$ cat config.mk
export PLATFORM = sky130hd
export DESIGN_NAME = imem_readback
export DESIGN_NICKNAME = d
export VERILOG_FILES = /design/src/rtl/mips_pkg.sv /design/src/rtl/imem_word_packer.sv /design/src/rtl/imem_readback.sv
export SDC_FILE = /design/constraint.sdc
export NUM_CORES = 1
export LEC_CHECK = 0
export ABC_CLOCK_PERIOD_IN_PS = 4400
export BUFFER_PORTS_ARGS = -buffer_cell sky130_fd_sc_hd__buf_4
export CAP_MARGIN = 20
export CORE_ASPECT_RATIO = 0.7
export CORE_MARGIN = 4
export CORE_UTILIZATION = 55
export DETAILED_ROUTE_END_ITERATION = 6
export HOLD_SLACK_MARGIN = 0.15
export PLACE_DENSITY = 0.87
export SLEW_MARGIN = 20
export SYNTH_ARGS = -nofsm -noshare
export SYNTH_HDL_FRONTEND = slang
export SYNTH_HIERARCHICAL = 1
export SYNTH_SLANG_ARGS = --single-unit
export TNS_END_PERCENT = 10
$ cat constraint.sdc
create_clock -name clk -period 4.4 [get_ports clk]
set_input_delay 0.88 -clock clk [delete_from_list [all_inputs] [get_ports clk]]
set_output_delay 0.88 -clock clk [all_outputs]
set_load 0.05 [all_outputs]
$ cat src/rtl/mips_pkg.sv
// Shared MIPS_R2000 bench definitions: instruction-memory geometry and
// the readback engine state encoding.
package mips_pkg;

  localparam int IMEM_ADDR_W    = 10;
  localparam int BYTES_PER_WORD = 4;

  typedef enum logic [1:0] {
    IDLE  = 2'd0,
    FETCH = 2'd1,
    OUT   = 2'd2,
    DONE  = 2'd3
  } rb_state_t;

endpackage

$ cat src/rtl/imem_word_packer.sv
// Four-lane byte assembler: bytes arrive b0 first and are shifted down so
// the finished word reads {b3,b2,b1,b0}.
module imem_word_packer
  import mips_pkg::*;
(
  input  logic        clk,
  input  logic        rst,
  input  logic        clear,
  input  logic        load,
  input  logic [7:0]  lane_byte,
  output logic [31:0] word,
  output logic        last
);

  logic [1:0] lane;

  assign last = load && (lane == 2'(BYTES_PER_WORD - 1));

  always_ff @(posedge clk) begin
    if (!rst) begin
      word <= '0;
      lane <= '0;
    end else if (clear) begin
      lane <= '0;
    end else if (load) begin
      word <= {lane_byte, word[31:8]};
      lane <= lane + 2'd1;
    end
  end

endmodule

$ cat src/rtl/imem_readback.sv
// Instruction-memory readback engine: walks a word-aligned region through the
// synchronous byte read port and streams little-endian words over valid/ready.
module imem_readback
  import mips_pkg::*;
#(
  parameter int ADDR_W = IMEM_ADDR_W,
  parameter int CNT_W  = 8
) (
  input  logic              clk,
  input  logic              rst,
  input  logic              start,
  input  logic [ADDR_W-1:0] base_addr,
  input  logic [CNT_W-1:0]  word_count,
  output logic [ADDR_W-1:0] mem_addr,
  output logic              mem_rd_en,
  input  logic [7:0]        mem_rdata,
  output logic              word_valid,
  input  logic              word_ready,
  output logic [31:0]       word_data,
  output logic [ADDR_W-1:0] word_addr,
  output logic              busy,
  output logic              done
);

  rb_state_t         state, state_nxt;
  logic [ADDR_W-1:0] cur;
  logic [CNT_W-1:0]  cnt;
  logic [2:0]        issue;
  logic              rd_pend_p1;
  logic              pk_clear;
  logic              pk_last;
  logic [31:0]       pk_word;

  logic start_go;
  logic handshake;

  assign start_go  = (state == IDLE) && start && (word_count != '0);
  assign handshake = (state == OUT) && word_ready;

  // issue[2] marks that all four reads are out; FETCH then waits for lane 3
  assign mem_rd_en  = (state == FETCH) && !issue[2];
  assign mem_addr   = mem_rd_en ? cur + ADDR_W'(issue[1:0]) : '0;
  assign word_valid = (state == OUT);
  assign word_data  = pk_word;
  assign word_addr  = cur;
  assign busy       = (state != IDLE);
  assign done       = (state == DONE);

  always_comb begin
    state_nxt = state;
    pk_clear  = 1'b0;
    case (state)
      IDLE: begin
        if (start) begin
          if (word_count != '0) begin
            state_nxt = FETCH;
            pk_clear  = 1'b1;
          end else begin
            state_nxt = DONE;
          end
        end
      end
      FETCH: begin
        if (pk_last) state_nxt = OUT;
      end
      OUT: begin
        if (word_ready) begin
          if (cnt <= CNT_W'(1)) begin
            state_nxt = DONE;
          end else begin
            state_nxt = FETCH;
            pk_clear  = 1'b1;
          end
        end
      end
      DONE:    state_nxt = IDLE;
      default: state_nxt = IDLE;
    endcase
  end

  always_ff @(posedge clk) begin
    if (!rst) begin
      state      <= IDLE;
      cur        <= '0;
      cnt        <= '0;
      issue      <= '0;
      rd_pend_p1 <= 1'b0;
    end else begin
      state      <= state_nxt;
      // read data returns one cycle after the strobe
      rd_pend_p1 <= mem_rd_en;
      if (start_go) begin
        cur   <= base_addr & ~ADDR_W'(3);
        cnt   <= word_count;
        issue <= '0;
      end else if (mem_rd_en) begin
        issue <= issue + 3'd1;
      end else if (handshake) begin
        cur   <= cur + ADDR_W'(BYTES_PER_WORD);
        cnt   <= (cnt != '0) ? cnt - CNT_W'(1) : '0;
        issue <= '0;
      end
    end
  end

  imem_word_packer u_packer (
    .clk       (clk),
    .rst       (rst),
    .clear     (pk_clear),
    .load      (rd_pend_p1),
    .lane_byte (mem_rdata),
    .word      (pk_word),
    .last      (pk_last)
  );

endmodule

After elaboration in Yosys (flattened, before gate mapping)
Index checks and enable logic that the tools add are counted.

word-level totals
  register bits after elaboration = 58
  word-level logic and storage cells = 64

operators by class
  add/subtract/negate cells = 5
  $lt $le $gt $ge = 1
  eq/ne operators = 8
  muxes and demuxes = 21
  bitwise operators = 3
  reduce and logical (&&, ||, !) cells = 18

operators by type and width
  cell                                                 count
  two-way mux 10 bit                                   4
  two-way mux 8 bit                                    4
  nonzero test 8 bit                                   2
  adder 10 x 2 -> 10 bit                               1
  adder 10 x 3 -> 10 bit, second input constant        1
  two-way mux 2 bit                                    5
  <= comparator 8 x 1 -> 1 bit, second input constant  1
  one-hot mux 2 bit (4 select lines)                   1
  subtractor 8 x 1 -> 8 bit, second input constant     1
  == test 2 bit, second input constant                 3
  two-way mux 3 bit                                    2
  AND reduction 2 bit                                  3
  nonzero test 2 bit                                   3
  logical AND 1 bit                                    5
  two-way mux 1 bit                                    4
  != test 2 x 1 -> 1 bit, second input constant        2
  != test 2 bit, second input constant                 2
  OR reduction 2 bit                                   2
  adder 3 x 1 -> 3 bit, second input constant          1
  NOT 1 bit                                            3
  AND reduction 3 bit                                  1
  adder 2 x 1 -> 2 bit, second input constant          1
  == test 2 x 1 -> 1 bit, second input constant        1
  zero test 2 bit                                      1
  2 further kinds                                      2

Longest topological paths before layout
  depth after elaboration = 6
  depth in mapped cells = 9
  gate-level depth less buffers = 7

Hierarchy
Netlist, hierarchy kept.

by module, submodules not included
  module            instances  cells an instance  area each (um^2)  seq. area each (um^2)
  imem_readback     1          171                1388.8            440.4
  imem_word_packer  1          122                1306.3            680.7

Least setup slack after synthesis
Ideal clock, no wire load.

  path kind = register to output
  start point = register state[0]
  end point = output port mem_addr[0]
  arrival time = 2.202 ns
  data required time = 3.520 ns
  setup slack = 1.318 ns
  cell stages (with the launch flop) = 5
  path buffers = 2
  path through = dfxtp_1 -> clkbuf_1 -> nor3b_1 -> clkbuf_1 -> and2_1

between the ends
  cells in the longest elaborated chain, start to end = 3

RTL lines
  item                      line                 source
  start: declaration        imem_readback.sv:25  rb_state_t state, state_nxt;
  start signal: assignment  imem_readback.sv:89  state <= state_nxt;
  == test 2 x 1 -> 1 bit    imem_readback.sv:41  assign mem_rd_en = (state == FETCH) && !issue[2];
  logical AND 1 bit         imem_readback.sv:41
  net mem_rd_en             imem_readback.sv:15  output logic mem_rd_en,
  two-way mux 10 bit        imem_readback.sv:42  assign mem_addr = mem_rd_en ? cur + ADDR_W'(issue[1:0]) : '0;
  end: declaration          imem_readback.sv:14  output logic [ADDR_W-1:0] mem_addr,

The timed path passes the listed nets, and every way through them passes these cells.

Worst setup path in the final report
  start point = input port word_count[7]
  end point = register u_packer.word[15]

between the ends
  cells in the longest elaborated chain, start to end = 6

RTL lines
  item                                line                    source
  start: declaration                  imem_readback.sv:13     input logic [CNT_W-1:0] word_count,
  nonzero test 8 bit                  imem_readback.sv:55     if (word_count != '0) begin
  two-way mux 1 bit                   imem_readback.sv:55
  two-way mux 1 bit                   imem_readback.sv:54     if (start) begin
  one-hot mux 1 bit (2 select lines)  imem_readback.sv:52     case (state)
  net pk_clear                        imem_readback.sv:30     logic pk_clear;
  NOT 1 bit (no line)                 -
  AND reduction 2 bit (no line)       -
  end signal: assignment              imem_word_packer.sv:26  word <= {lane_byte, word[31:8]};
  end: declaration                    imem_word_packer.sv:11  output logic [31:0] word,

The timed path passes the listed nets, and every way through them passes these cells.
A chain may end at the register's enable or synchronous reset.

==> impl_metrics.toml <==
[clock_network]
cts_buffers = 5
cts_htree_levels = 2
cts_resized = 0
cts.sinks = 56
cts_root_buffer = "clkbuf_8"
cts_setup_buffers = 0
clock_latency_ns = 0.30
cts.reportedPaths.clkPinSlew_ns = 0.10
cts_hold_buf = 0
cts_tree = "built"
max-clock-path-buffers = 2

[die]
rows = 21
die_area_um2 = 6100
core_region_area_um2 = 4760
die_w_um = 91.7
start_util_pct = 56.7
io-pin-count = 86
die_height_um = 66.6

[placed_design]
place_hpwl_um = 4570
placed_cells_incl_taps = 424
gp_congestion = 0.817
port_buffers = 81

[synthesis]
synth-edff-count = 0
yosys.cell_types.count = 55
synth_most_common_cell = "dfxtp_1"
ys_ff_latch = 56
avgSynthCellArea_um2 = 9.20
synthTopCellsByCount = "dfxtp_1, nand2_1, mux2i_1"
synth_top_cell_by_area = "dfxtp_1"
syn_area_um2 = 2700
ys_top_cells_by_area = "dfxtp_1, mux2i_1, nand2_1, and2_1, ha_1"
ys_warn_count = 6
ys.flop_type = "dfxtp_1"
synth_top_area_share_pct = 41.6
syn_inst = 293
seq_area_frac_synth_pct = 41.6
ys_async_sr_fraction_pct = 0

[pwr]
switchingPower_w = 0.000313
p_comb_share_pct = 18.5
p_int_w = 0.000790
finalPower_w = 0.00110
seq_power_share_pct = 49.6
switching_share_pct = 28.4
p_leak_nw = 1.42
p_clk_share_pct = 32.0
p_per_area_nw_per_um2 = 328
ir_drop_v = 0.000221

[layout]
diodes = 0
fin_cells = 432
area_growth_pct = 24.9
final_nets = 397
drive_gt1_share_pct = 26.7

[setup_path]
crit_path_max_fanout = 32
worstSetupStartpointType = "input pin"
cp.arrival_ns = 2.78
endpoint_kind = "register"
worst_ep_required_time_ns = 4.63
critPathKind = "in2reg"

[sta]
worstMarginPinSlew_ns = 0.585
finalCritPeriodShare_pct = 58.0
hold_ws_ns = 0.468
drv_slew = 0
finalClockSkew_ns = 0.00801
setup_tns_ns = 0
rsz0062_at_grt = "false"
max_freq_mhz = 392
min_period_ns = 2.55
setup_viol = 0
hold_viol = 0
timing.slew.headroom_pct = 60.9

[outcome]
status = "finished clean"

[grt]
grt_pass1_wl_um = 10000
grt_use_total_pct = 19.9
antenna_found_initial = 0
grt_max_degree = 63
first_global_vias = 2130
grt_overflow_total = 0

[detailed_routing]
drt_pass1_iterations = 4
routedWlPerCell_um = 14.4
ant_nets = 0
num_vias = 2308
routed_wl_um = 6210
first_iter_violations = 146
vias_per_cell = 5.34
drcViolationCount = 0

[hold_path]
hold_path_class = "reg2reg"

[run]
cap_violations = 0
layout make-up:
type | instances | area, µm²
timing repair buffer | 84 | 631
sequential | 56 | 1120
tap | 69 | 86.3
fill | 394 | 1390
inverter | 7 | 26.3
clock buffer | 6 | 82.6
clock inverter | 2 | 38.8
multi-input combinational | 208 | 1380
worst max-delay path, cell delays in order:
cell	delay, ns
buf_4	0.11
or4_1	0.60
o21ai_1	0.18
o21ai_1	0.14
nor2b_4	0.14
buf_4	0.45
mux2i_1	0.25
final timing paths:
path	slack, ns	start	end	cells past startpoint
setup reg to reg	2.04	cnt[4]	u_packer/word[15]	6
hold / removal	0.47	u_packer/word[3]	u_packer/word[3]	2
setup / recovery	1.85	word_count[7]	u_packer/word[15]	7
hold reg to reg	0.47	u_packer/word[3]	u_packer/word[3]	2
metrics by stage:
stage	util, %	setup slack, ns	instance area, µm²
final	70.8	1.85	3370
after global routing	70.8	1.66	3370
after CTS	70.8	1.84	3370
after detailed placement	68.2	1.54	3240
after global placement	68.2	1.58	3240
after floorplan	-	1.32	2700
power groups by stage:
| stage | registers, W | logic, W | clock network, W |
|---|---|---|---|
| floorplan | 0.000582 | 0.000126 | 0 |
| global route | 0.000551 | 0.000217 | 0.000379 |
| finish | 0.000546 | 0.000204 | 0.000352 |
| global placement | 0.000557 | 0.000199 | 0 |
| CTS | 0.000546 | 0.000203 | 0.000361 |
| detailed placement | 0.000558 | 0.000202 | 0 |
cell usage in the layout (no fill, tap or decap), drive strengths merged, types with 2 or more instances in the layout:
master / netlist / routed
buf: 13 / 84
o221ai: 3 / 3
a22oi: 3 / 3
o211a: 2 / 2
or4: 5 / 5
and2: 14 / 14
nand2: 52 / 52
xnor2: 4 / 4
o41ai: 2 / 2
nor2: 15 / 15
a31oi: 2 / 2
clkbuf: 10 / 6
or2: 2 / 2
o211ai: 2 / 2
nor2b: 2 / 2
mux2i: 36 / 36
a21oi: 3 / 3
a21boi: 3 / 3
nand4: 2 / 2
o41a: 2 / 2
nor4: 2 / 2
o21a: 3 / 3
o21ai: 9 / 9
nor3: 6 / 6
nor3b: 3 / 3
conb: 1 / 2
dfxtp: 56 / 56
ha: 5 / 5
nand3: 7 / 7
inv: 7 / 7
state kept, by name, summed over array words and instances, names as in the netlist:
name and count:
rd_pend_p1 1, issue 3, word_addr 8, state 2, u_packer/lane 2, cnt 8, u_packer/word 32
routing by layer:
layer,vias to the layer above,track usage (%),part of all wire (%)
met3,2,3.27,5.8
met1,1069,27.5,46
li1,1159,-,-
met2,78,33.6,48
met5,-,0,0
met4,0,3.01,0.42
logic make-up after synthesis:
| group | after synthesis | synth area share (%) |
|---|---|---|
| DFF | 56 | 41.6 |
| muxes | 36 | 13.4 |
| other | 1 | 0.139 |
| buffers and inverters | 30 | 7.34 |
| and+or+nand+nor | 117 | 21.7 |
| adders and majority gates | 5 | 2.32 |
| xor gates and xnor gates | 5 | 1.62 |
| AOI/OAI and AO/OA | 43 | 11.9 |
No activity file was read; power rests on OpenSTA's default activity.
